$ cat config.mk
export PLATFORM = sky130hd
export DESIGN_NAME = gate_test_sequencer
export DESIGN_NICKNAME = d
export VERILOG_FILES = /design/src/rtl/gate_seq_pkg.sv /design/src/rtl/step_timer.sv /design/src/rtl/gate_test_sequencer.sv
export SDC_FILE = /design/constraint.sdc
export NUM_CORES = 1
export LEC_CHECK = 0
export ABC_AREA = 0
export CAP_MARGIN = 20
export CORE_MARGIN = 2
export CORE_UTILIZATION = 34
export CTS_BUF_LIST = sky130_fd_sc_hd__clkbuf_4
export DETAILED_ROUTE_END_ITERATION = 10
export DONT_BUFFER_PORTS = 1
export PLACE_DENSITY = 0.49
export SLEW_MARGIN = 20
export SYNTH_ARGS = -nofsm -noshare
export SYNTH_HDL_FRONTEND = slang
export SYNTH_SLANG_ARGS = --single-unit
export TNS_END_PERCENT = 5
$ cat constraint.sdc
create_clock -name clk -period 3.4 [get_ports clk]
set_input_delay 0.51 -clock clk [delete_from_list [all_inputs] [get_ports clk]]
set_output_delay 0.51 -clock clk [all_outputs]
set_load 0.03 [all_outputs]
$ cat src/rtl/gate_seq_pkg.sv
// Shared types and helpers for the 2-input gate self-test sequencer.
package gate_seq_pkg;

  typedef enum logic [1:0] {IDLE, RUN, DONE} seq_state_t;

  localparam int unsigned NUM_VEC = 4;

  // Expected gate output for vector index {b,a}.
  function automatic logic exp_bit(input logic [NUM_VEC-1:0] truth, input logic [1:0] idx);
    return truth[idx];
  endfunction

endpackage

$ cat src/rtl/step_timer.sv
// Per-vector dwell counter: counts 0..STEP_CYCLES-1 while enabled and wraps.
module step_timer #(
  parameter int unsigned STEP_CYCLES = 5
) (
  input  logic clk,
  input  logic rst,
  input  logic clr_i,
  input  logic en_i,
  output logic last_o
);

  localparam logic [7:0] LastVal = 8'(STEP_CYCLES - 1);

  logic [7:0] count_q;

  assign last_o = (count_q == LastVal);

  always_ff @(posedge clk) begin
    if (rst) begin
      count_q <= '0;
    end else if (clr_i) begin
      count_q <= '0;
    end else if (en_i) begin
      count_q <= last_o ? '0 : count_q + 8'd1;
    end
  end

endmodule

$ cat src/rtl/gate_test_sequencer.sv
// Steps a 2-input gate through all four input vectors, checks its output against
// TRUTH and reports pass, per-vector fail mask and error count.
module gate_test_sequencer
  import gate_seq_pkg::*;
#(
  parameter logic [NUM_VEC-1:0] TRUTH       = 4'b0001,
  parameter int unsigned        STEP_CYCLES = 5
) (
  input  logic               clk,
  input  logic               rst,
  input  logic               start,
  input  logic               abort,
  input  logic               c,
  output logic               a,
  output logic               b,
  output logic               busy,
  output logic               done,
  output logic               pass,
  output logic [NUM_VEC-1:0] fail_mask,
  output logic [2:0]         err_count,
  output logic [1:0]         vec_idx
);

  seq_state_t         state_q, state_d;
  logic [1:0]         vec_q, vec_d;
  logic [NUM_VEC-1:0] mask_q, mask_d;
  logic [2:0]         err_q, err_d;
  logic               pass_q, pass_d;
  logic               step_last;
  logic               start_ok;
  logic               mismatch;

  assign start_ok = (state_q == IDLE) && start && !abort;
  assign mismatch = (c != exp_bit(TRUTH, vec_q));

  step_timer #(
    .STEP_CYCLES(STEP_CYCLES)
  ) u_step_timer (
    .clk   (clk),
    .rst   (rst),
    .clr_i (start_ok | abort),
    .en_i  (state_q == RUN),
    .last_o(step_last)
  );

  always_comb begin
    state_d = state_q;
    vec_d   = vec_q;
    mask_d  = mask_q;
    err_d   = err_q;
    pass_d  = pass_q;
    // Abort wins over sampling; partial results are kept for inspection.
    if (abort) begin
      state_d = IDLE;
      vec_d   = '0;
    end else begin
      unique case (state_q)
        IDLE: begin
          if (start_ok) begin
            state_d = RUN;
            vec_d   = '0;
            mask_d  = '0;
            err_d   = '0;
            pass_d  = 1'b0;
          end
        end
        RUN: begin
          if (step_last) begin
            if (mismatch) begin
              mask_d[vec_q] = 1'b1;
              err_d         = err_q + 3'd1;
            end
            vec_d = vec_q + 2'd1;
            if (vec_q == 2'(NUM_VEC - 1)) begin
              state_d = DONE;
              pass_d  = (err_d == 3'd0);
            end
          end
        end
        DONE:    state_d = IDLE;
        default: state_d = IDLE;
      endcase
    end
  end

  always_ff @(posedge clk) begin
    if (rst) begin
      state_q <= IDLE;
      vec_q   <= '0;
      mask_q  <= '0;
      err_q   <= '0;
      pass_q  <= 1'b0;
    end else begin
      state_q <= state_d;
      vec_q   <= vec_d;
      mask_q  <= mask_d;
      err_q   <= err_d;
      pass_q  <= pass_d;
    end
  end

  assign busy      = (state_q == RUN);
  assign done      = (state_q == DONE);
  assign a         = busy & vec_q[0];
  assign b         = busy & vec_q[1];
  assign vec_idx   = vec_q;
  assign pass      = pass_q;
  assign fail_mask = mask_q;
  assign err_count = err_q;

endmodule

==> flow_summary_export.csv <==
group,metric,value,unit
run_status,status,"finished clean",
power,p_leak,0.387,nW
synthesis,netlist_top_cells_area,"dfxtp_1 36%, ha_1 7.9%, nand2_1 4.4%",
worst_setup_path,cp_top_family,"flip-flops",
timing,setup_slack,1.23,ns
timing,hold_viol_final,0,
floorplanning,design.die.area,0.00372,mm^2
global_route,grt_overflow_total,0,
global_route,antenna_found_initial,0,
timing,rsz0062_at_grt,"no",
clock_tree,cts.sinks,20,
global_route,grt_max_degree,13,
synthesis,synth-edff-count,0,
cells_and_area,layout_commonest_cell,"dfxtp_1",
route,vias_per_cell,5.07,
floorplanning,start_util,35.9,%
cells_and_area,mostFrequentLayoutCells,"20 x dfxtp_1, 13 x nand2_1, 12 x nor2_1",
placed_design,io_buffers,0,
timing,setup_tns,0,ns
cells_and_area,n_antenna_cell,0,
power,powerDensity,327,mW/mm^2
clock_tree,clk_path_buf_depth,2,
synthesis,syn_inst,127,
clock_tree,cts_resized,0,
synthesis,synth_top_area_share,36.2,%
synthesis,async_reset_ff_share,0,%
synthesis,ys_seq_area_share,36.2,%
route,drtAntennaViolNets,0,
route,firstDrtPassIters,4,
worst_setup_path,crit_slowest_cell,"dfxtp_1",
floorplanning,die_h,61.0,um
worst_setup_path,cp-end-kind,"register",
worst_setup_path,crit_arrival,2.43,ns
route,wl_per_cell,14.0,um
clock_tree,tritoncts,"done",
synthesis,avgSynthCellArea,8.70,um^2
worst_setup_path,path_cells,"inv_1, ha_1, xor2_1, nor2_1, a2111oi_1, o21a_1",
timing,fmax,460,MHz
clock_tree,hold_buffers,0,
worst_setup_path,path_max_fanout,5,
hold_path,min_path_type,"in2reg",
worst_setup_path,worst_setup_path_start_kind,"register",
clock_tree,h-tree-depth,1,
route,totalWireLength,2410,um
clock_tree,cts_root_buf,"clkbuf_4",
timing,slew_violations,0,
placed_design,hpwl,1800,um
timing,slew_headroom,59.9,%
synthesis,ys_warn_count,0,
synthesis,ys_ff_latch,20,
worst_setup_path,crit_required,3.66,ns
timing,setup_viol,0,
clock_tree,clkSlewWorstSetupHoldPaths,0.12,ns
placed_design,routabilityCongestion,0.744,
timing,tightest_slew,0.600,ns
placed_design,dp_slack,1.21,ns
power,ir_worst_vdd,118,uV
worst_setup_path,cpPeakStageDelay,0.60,ns
global_route,grt_pass1_wl,4010,um
floorplanning,die_w,61.0,um
worst_setup_path,path_buf_inv,1,
timing,fin_skew,0.00576,ns
floorplanning,core-area,0.00308,mm^2
synthesis,synth_ff_type,"dfxtp_1",
timing,period_needed,2.17,ns
synthesis,syn_nets,139,
timing,post-route-period-util,63.9,%
synthesis,ys_types,39,
synthesis,synth_area,0.00110,mm^2
route,post-route-drc-count,0,
route,dr_total_vias,872,
floorplanning,num_rows,20,
cells_and_area,nFillCells,323,
global_route,grt_usage,14.6,%
cells_and_area,syn_to_final_growth,5.89,%
clock_tree,post_cts_buffers,0,
floorplanning,io_pins,19,
global_route,first_global_vias,813,
worst_setup_path,worst-setup-path-type,"reg2reg",
synthesis,yosys.area.top_type,"dfxtp_1",
cells_and_area,drive_gt1_share,6.25,%
clock_tree,cts_buffers,3,
cells_and_area,fin_nets,141,
clock_tree,clock_latency,0.30,ns
job,drv_cap,0,
route,dr.first_iter.drc_count,49,
[routing by layer]
layer  vias to the layer above  track usage, %  wire (um)
met4                         0            3.73         21
met2                        16            21.2       1030
met1                       402            21.3       1230
met5                         -               0          0
li1                        452               -          -
met3                         2            4.05        126
[power by group]
part           leakage [nW]  internal, W   total, W  switching, W
logic                 0.210   0.00000712  0.0000237     0.0000165
clock network        0.0154    0.0000428   0.000120     0.0000772
registers             0.161     0.000236   0.000239    0.00000312
[Yosys cell counts (all sizes together), types with 2 or more instances]
master	instances
dfxtp	20
nand2	13
nor2	12
inv	9
ha	7
nand3	6
nor3	5
o21a	5
a2111oi	4
a21oi	4
xnor2	4
xor2	4
nand4	3
nor2b	3
or3	3
a211oi	2
and3	2
buf	2
mux2i	2
[registers in the layout, summed over array words and instances (netlist names)]
register / flops
fail_mask: 4
u_step_timer.count_q: 8
err_count: 3
state_q: 2
pass: 1
vec_idx: 2
[through the flow]
stage / hold slack [ns] / instances / power, W / area (um^2) / util (%)
floorplan: 0.462 / 127 / 0.000265 / 1100 / -
global placement: 0.485 / 168 / 0.000267 / 1140 / 37.2
detailed placement: 0.485 / 168 / 0.000268 / 1140 / 37.2
CTS: 0.300 / 172 / 0.000389 / 1170 / 38.0
global route: 0.303 / 172 / 0.000400 / 1170 / 38.0
finish: 0.302 / 172 / 0.000383 / 1170 / 38.0
[area by class of cell]
class                   instances  area [um^2]  area share (%)
clock buffers                   3         22.5            1.93
clock inverters                 1         3.75           0.321
inverters                      10         38.8            3.32
multi-input cells              94          649            55.5
flip-flops and latches         20          400            34.2
well taps                      44         55.1            4.71
[path summary, 6_finish.rpt]
| kind | cells past startpoint | start | end | slack [ns] |
|---|---|---|---|---|
| max | 6 | vec_idx[0] | fail_mask[2] | 1.23 |
| min | 1 | start | u_step_timer.count_q[1] | 0.30 |
| max reg2reg | 6 | vec_idx[0] | fail_mask[2] | 1.23 |
| min reg2reg | 2 | u_step_timer.count_q[0] | u_step_timer.count_q[0] | 0.51 |
[kinds of logic (layout without fill, tap and decap cells)]
family / after synthesis / count (layout) / share of synthesized area (%)
AND/OR/NAND/NOR: 54 / 54 / 27.3
flip-flops: 20 / 20 / 36.2
multiplexers: 2 / 2 / 1.81
buffers and inverters: 13 / 14 / 4.98
AO/OA/AOI/OAI: 23 / 23 / 15.4
XOR/XNOR: 8 / 8 / 6.34
adder cells (fa/ha/maj): 7 / 7 / 7.93
Note: power is estimated with default switching activity, not from simulation.
